==> src/rtl/ext_dram_bridge.sv <==
// ext_dram_bridge: connects an external valid/ready request/response pair to
// the arbiter's single-cycle lsu request/ack channel. SRAM read data arrives
// one cycle after grant and goes into a small response FIFO. Request issue is
// limited by FIFO credit, and long external bursts are broken up so that a
// waiting core port gets a turn.

package ext_dram_pkg;

    typedef struct packed {
        logic        req;
        logic [31:0] addr;
        logic        we;
        logic [31:0] wdata;
        logic [3:0]  strb;
    } lsu_req_t;

    typedef struct packed {
        logic        ack;
        logic [31:0] rdata;
        logic        error;
    } lsu_ack_t;

endpackage

module ext_dram_bridge
    import ext_dram_pkg::*;
#(
    parameter int RSP_DEPTH = 2,
    parameter int MAX_BURST = 4
) (
    input  logic        clk_i,
    input  logic        rst_ni,
    input  logic        ext_req_valid_i,
    output logic        ext_req_ready_o,
    input  logic [31:0] ext_req_addr_i,
    input  logic        ext_req_we_i,
    input  logic [31:0] ext_req_wdata_i,
    input  logic [3:0]  ext_req_strb_i,
    output logic        ext_rsp_valid_o,
    input  logic        ext_rsp_ready_i,
    output logic [31:0] ext_rsp_rdata_o,
    output logic        ext_rsp_we_o,
    output logic        ext_rsp_error_o,
    input  logic        core_pending_i,
    output lsu_req_t    ext_dram_req_o,
    input  lsu_ack_t    ext_dram_ack_i
);

    localparam int PTR_W   = (RSP_DEPTH > 1) ? $clog2(RSP_DEPTH) : 1;
    localparam int CNT_W   = $clog2(RSP_DEPTH + 1);
    localparam int BURST_W = (MAX_BURST > 0) ? $clog2(MAX_BURST + 1) : 1;

    localparam logic [CNT_W:0]     DEPTH_LIM = (CNT_W + 1)'(RSP_DEPTH);
    localparam logic [BURST_W-1:0] BURST_LIM = BURST_W'(MAX_BURST);

    logic [31:0]        fifo_rdata [RSP_DEPTH];
    logic               fifo_we    [RSP_DEPTH];
    logic               fifo_error [RSP_DEPTH];

    logic [PTR_W-1:0]   wr_ptr;
    logic [PTR_W-1:0]   rd_ptr;
    logic [CNT_W-1:0]   count;

    logic               pend_vld;
    logic               pend_we;
    logic [BURST_W-1:0] burst_cnt;

    logic               credit_ok;
    logic               throttle;
    logic               issue;
    logic               push;
    logic               pop;

    // Credit is based only on registered state, so a pop in this cycle does
    // not free a slot until the next cycle.
    assign credit_ok = ({1'b0, count} + {{CNT_W{1'b0}}, pend_vld}) < DEPTH_LIM;

    assign throttle = (MAX_BURST != 0) && (burst_cnt == BURST_LIM) && core_pending_i;

    // Request toward the arbiter. Fields pass straight through, reads always
    // use full byte enables, and the whole bus is held at zero during reset.
    always_comb begin
        ext_dram_req_o = '0;
        if (rst_ni) begin
            ext_dram_req_o.req   = ext_req_valid_i & credit_ok & ~throttle;
            ext_dram_req_o.addr  = ext_req_addr_i;
            ext_dram_req_o.we    = ext_req_we_i;
            ext_dram_req_o.wdata = ext_req_wdata_i;
            ext_dram_req_o.strb  = ext_req_we_i ? ext_req_strb_i : 4'hF;
        end
    end

    assign ext_req_ready_o = ext_dram_req_o.req & ext_dram_ack_i.ack;
    assign issue           = ext_req_valid_i & ext_req_ready_o;

    assign push = pend_vld;
    assign pop  = ext_rsp_valid_o & ext_rsp_ready_i;

    assign ext_rsp_valid_o = rst_ni & (count != '0);
    assign ext_rsp_rdata_o = fifo_rdata[rd_ptr];
    assign ext_rsp_we_o    = fifo_we[rd_ptr];
    assign ext_rsp_error_o = fifo_error[rd_ptr];

    // Remember that a grant happened so its SRAM data is captured next cycle.
    always_ff @(posedge clk_i) begin
        if (!rst_ni) begin
            pend_vld <= 1'b0;
            pend_we  <= 1'b0;
        end else begin
            pend_vld <= issue;
            pend_we  <= issue & ext_req_we_i;
        end
    end

    // Capture the ack data into the tail slot. Writes always return zero data.
    always_ff @(posedge clk_i) begin
        if (rst_ni && push) begin
            fifo_rdata[wr_ptr] <= pend_we ? 32'h0 : ext_dram_ack_i.rdata;
            fifo_we[wr_ptr]    <= pend_we;
            fifo_error[wr_ptr] <= ext_dram_ack_i.error;
        end
    end

    // FIFO pointers and occupancy. A push and a pop together keep the count.
    always_ff @(posedge clk_i) begin
        if (!rst_ni) begin
            wr_ptr <= '0;
            rd_ptr <= '0;
            count  <= '0;
        end else begin
            if (push) begin
                wr_ptr <= wr_ptr + PTR_W'(1);
            end
            if (pop) begin
                rd_ptr <= rd_ptr + PTR_W'(1);
            end
            case ({push, pop})
                2'b10:   count <= count + CNT_W'(1);
                2'b01:   count <= count - CNT_W'(1);
                default: count <= count;
            endcase
        end
    end

    // Count back-to-back issues. Any idle or throttled cycle resets the run.
    always_ff @(posedge clk_i) begin
        if (!rst_ni) begin
            burst_cnt <= '0;
        end else if (!issue) begin
            burst_cnt <= '0;
        end else if (burst_cnt != BURST_LIM) begin
            burst_cnt <= burst_cnt + BURST_W'(1);
        end
    end

endmodule
==> config.mk <==
export PLATFORM = sky130hd
export DESIGN_NAME = ext_dram_bridge
export DESIGN_NICKNAME = d
export VERILOG_FILES = /design/src/rtl/ext_dram_bridge.sv
export SDC_FILE = /design/constraint.sdc
export NUM_CORES = 1
export LEC_CHECK = 0
export CELL_PAD_IN_SITES_DETAIL_PLACEMENT = 1
export CELL_PAD_IN_SITES_GLOBAL_PLACEMENT = 1
export CORE_MARGIN = 1
export CORE_UTILIZATION = 25
export DETAILED_ROUTE_END_ITERATION = 10
export PLACE_DENSITY = 0.79
export RECOVER_POWER = 25
export SYNTH_ARGS = -nofsm -noshare
export SYNTH_HDL_FRONTEND = slang
export SYNTH_SLANG_ARGS = --single-unit
==> constraint.sdc <==
create_clock -name clk_i -period 5.1 [get_ports clk_i]
set_input_delay 1.02 -clock clk_i [delete_from_list [all_inputs] [get_ports clk_i]]
set_output_delay 1.02 -clock clk_i [all_outputs]
set_load 0.01 [all_outputs]
==> impl_metrics.py <==
metrics = {
    "sta": {
        "worst_pin_slew_ns": 1.67,
        "hold_violations": 0,
        "rsz0062_at_grt": "false",
        "relSlewSlack": -0.110,
        "tns_ns": 0,
        "maxSlewViolCount": 35,
        "fin_skew_ns": 0.0109,
        "post-route-min-period_ns": 4.02,
        "fmax_mhz": 249,
        "finalSetupViolCount": 0,
        "final.period_utilization": 0.788,
    },
    "power": {
        "pwr_density_cell_nw_per_um2": 268,
        "p_leak_nw": 2.21,
        "max-vdd-ir-drop_mv": 0.151,
    },
    "detailed_routing": {
        "drc": 0,
        "wl_per_cell_um": 15.8,
        "viasPerCell": 4.28,
        "drt_first_pass_iters": 4,
        "wirelength_um": 10600,
        "drtIter0Drc": 85,
        "vias": 2867,
        "postRouteAntennaNets": 0,
    },
    "critical_path": {
        "r2r-end": "fifo_rdata[0][29]",
        "crit_slowest_cell": "clkdlybuf4s50_1",
        "crit_family": "buffers and inverters",
        "critPathMostFrequentCell": "clkdlybuf4s50_1",
        "reg2reg_setup_slack_ns": 3.06,
        "path_class": "input port to output pin",
        "path_cells": "clkdlybuf4s50_1 -> buf_4 -> nand3_1 -> nor3_1 -> clkdlybuf4s50_1",
        "critPathMaxFanout": 33,
        "worstPathArrival_ns": 3.00,
        "slowest_delay_ns": 0.77,
        "crit_required_ns": 4.08,
        "crit_path_start": "rst_ni",
        "cp-start-kind": "input port",
        "crit_buf_inv": 3,
        "reg2reg_from": "pend_we",
        "worst-r2r-cell-count": 2,
        "end_kind": "output pin",
    },
    "global_routing": {
        "overflow": 0,
        "grt_usage": 0.144,
        "grt_pass1_wl_um": 16300,
        "grt_max_degree": 35,
        "antenna_found_initial": 0,
        "grt_pass1_vias": 3233,
    },
    "yosys": {
        "syn-cell-area_um2": 3610,
        "synth_ff_type": "edfxtp_1",
        "ys_seq_area_frac": 0.621,
        "async_flop_share": 0,
        "synth_nets": 385,
        "ys_warn_count": 0,
        "ys_ff_latch": 78,
        "postSynthCellCount": 274,
        "synth_edf_count": 68,
        "synth.avg_cell_area_um2": 13.2,
        "yosysUniqueCellTypes": 27,
    },
    "min_path": {
        "worstHoldPathType": "flip-flop to flip-flop",
        "hold_start": "rd_ptr",
        "hold_depth": 1,
    },
    "finish": {
        "layout.nets": 596,
        "drive_above_1_share": 0.110,
        "num_antenna_cells": 0,
        "post-route-cell-area_um2": 6240,
        "syn2layout_area_growth_pct": 72.8,
        "post-route-util": 0.446,
    },
    "floorplan": {
        "rows": 43,
        "start_util": 0.258,
        "pin_count": 214,
        "core_area_um2": 14000,
        "dieArea_um2": 14900,
        "die_x_um": 122,
        "fp.dieH_um": 122,
    },
    "run_status": {
        "violations": "max-capacitance violations, max-slew violations",
        "status": "complete, but fails checks",
    },
    "placement": {
        "placed_cell_area_um2": 5930,
        "place.gp.congestion": 0.784,
        "portBuffers": 213,
        "post-dp-hpwl_um": 7870,
    },
    "clocking": {
        "cts_tree": "built",
        "cts_hold_buffers": 0,
        "cts_sinks": 78,
        "cts_root_buf": "clkbuf_16",
        "cts_buffer_depth": 2,
        "post_cts_resized": 0,
        "path_clk_slew_ns": 0.06,
        "htreeDepth": 3,
        "numCtsBuffers": 9,
        "cts_setup_buffers": 0,
        "clock_latency_ns": 0.33,
    },
    "run": {
        "cap_violations": 1,
    },
}
-- layer usage --
metal  vias up  track usage  share of wire
met3        10       0.0478          0.082
li1       1366            -              -
met1      1359        0.147           0.37
met5         -            0              0
met4         0       0.0434          0.014
met2       132        0.272           0.53
-- state kept, by name (all words and copies together) (netlist names), named ones only --
signal and flops:
pend_we 1, fifo_rdata 64, fifo_error 2, count 2, rd_ptr 1, fifo_we 2
burst_cnt 3, wr_ptr 1, pend_vld 1
-- worst reg2reg max path: cells and delay by family (launching register included) --
family / cells / cell delay (ns)
buffers and inverters: 1 / 1.20
flip-flops: 1 / 0.31
AND/OR/NAND/NOR: 1 / 0.20
-- worst max-delay path by stage --
stage / end / slack [ns] / cells after the start
floorplan: fifo_error[0] / 1.78 / 4
global placement: ext_dram_req_o[69] / 1.14 / 5
finish: ext_dram_req_o[69] / 1.08 / 5
global route: ext_dram_req_o[0] / 0.89 / 4
detailed placement: ext_dram_req_o[0] / 1.05 / 4
CTS: ext_dram_req_o[69] / 1.02 / 5
-- cells in the final DEF (no fill, tap or decap), types with 2 or more instances in the layout --
master,Yosys,final
a21boi_0,4,4
a21oi_1,2,2
and2_1,68,68
buf_4,0,2
clkbuf_1,9,2
clkbuf_16,0,10
clkdlybuf4s50_1,0,212
dfxtp_1,10,9
edfxtp_1,68,68
ha_1,3,3
inv_1,7,7
inv_4,0,2
inv_6,0,2
mux2_2,34,34
mux2i_1,4,4
nand2_1,5,5
nor2_1,5,4
nor2b_1,33,33
or3_1,2,2
xnor2_1,2,2
-- power breakdown --
part	internal, mW	leakage (nW)	switching (mW)	total, mW
logic	0.191	1.36	0.0935	0.285
registers	0.706	0.697	0.0142	0.720
clock network	0.413	0.157	0.254	0.668
-- cell families after synthesis --
| family | after synthesis | synth area share |
|---|---|---|
| AOI/OAI and AO/OA | 9 | 0.0166 |
| xor gates and xnor gates | 3 | 0.00728 |
| adders and majority gates | 3 | 0.0104 |
| buffers and inverters | 23 | 0.0263 |
| DFF | 78 | 0.621 |
| muxes | 38 | 0.117 |
| and+or+nand+nor | 120 | 0.202 |
-- layout make-up --
cell class	count	area [um^2]
clock buffer	11	254
clock inverter	5	60.1
fill	1487	7740
inverter	7	26.3
multi-input combinational	173	1280
sequential	78	2240
tap	180	225
timing repair buffer	216	2150
-- synthesized netlist by cell type (4+ instances only) --
cell type	instances	area, um^2
a21boi_0	4	30.0
and2_1	68	425
buf_2	6	30.0
clkbuf_1	9	33.8
dfxtp_1	10	200
edfxtp_1	68	2040
inv_1	7	26.3
mux2_2	34	383
mux2i_1	4	40.0
nand2_1	5	18.8
nor2_1	5	18.8
nor2b_1	33	206
-- metrics by stage --
stage	power, mW	hold slack, ns	cells	setup slack [ns]
after global routing	1.74	0.490	670	0.892
after CTS	1.70	0.472	670	1.02
after detailed placement	1.02	0.467	654	1.05
after floorplan	0.830	0.437	274	1.78
after global placement	1.01	0.446	654	1.14
final	1.67	0.465	670	1.08
(Power assumes the default switching activity.)
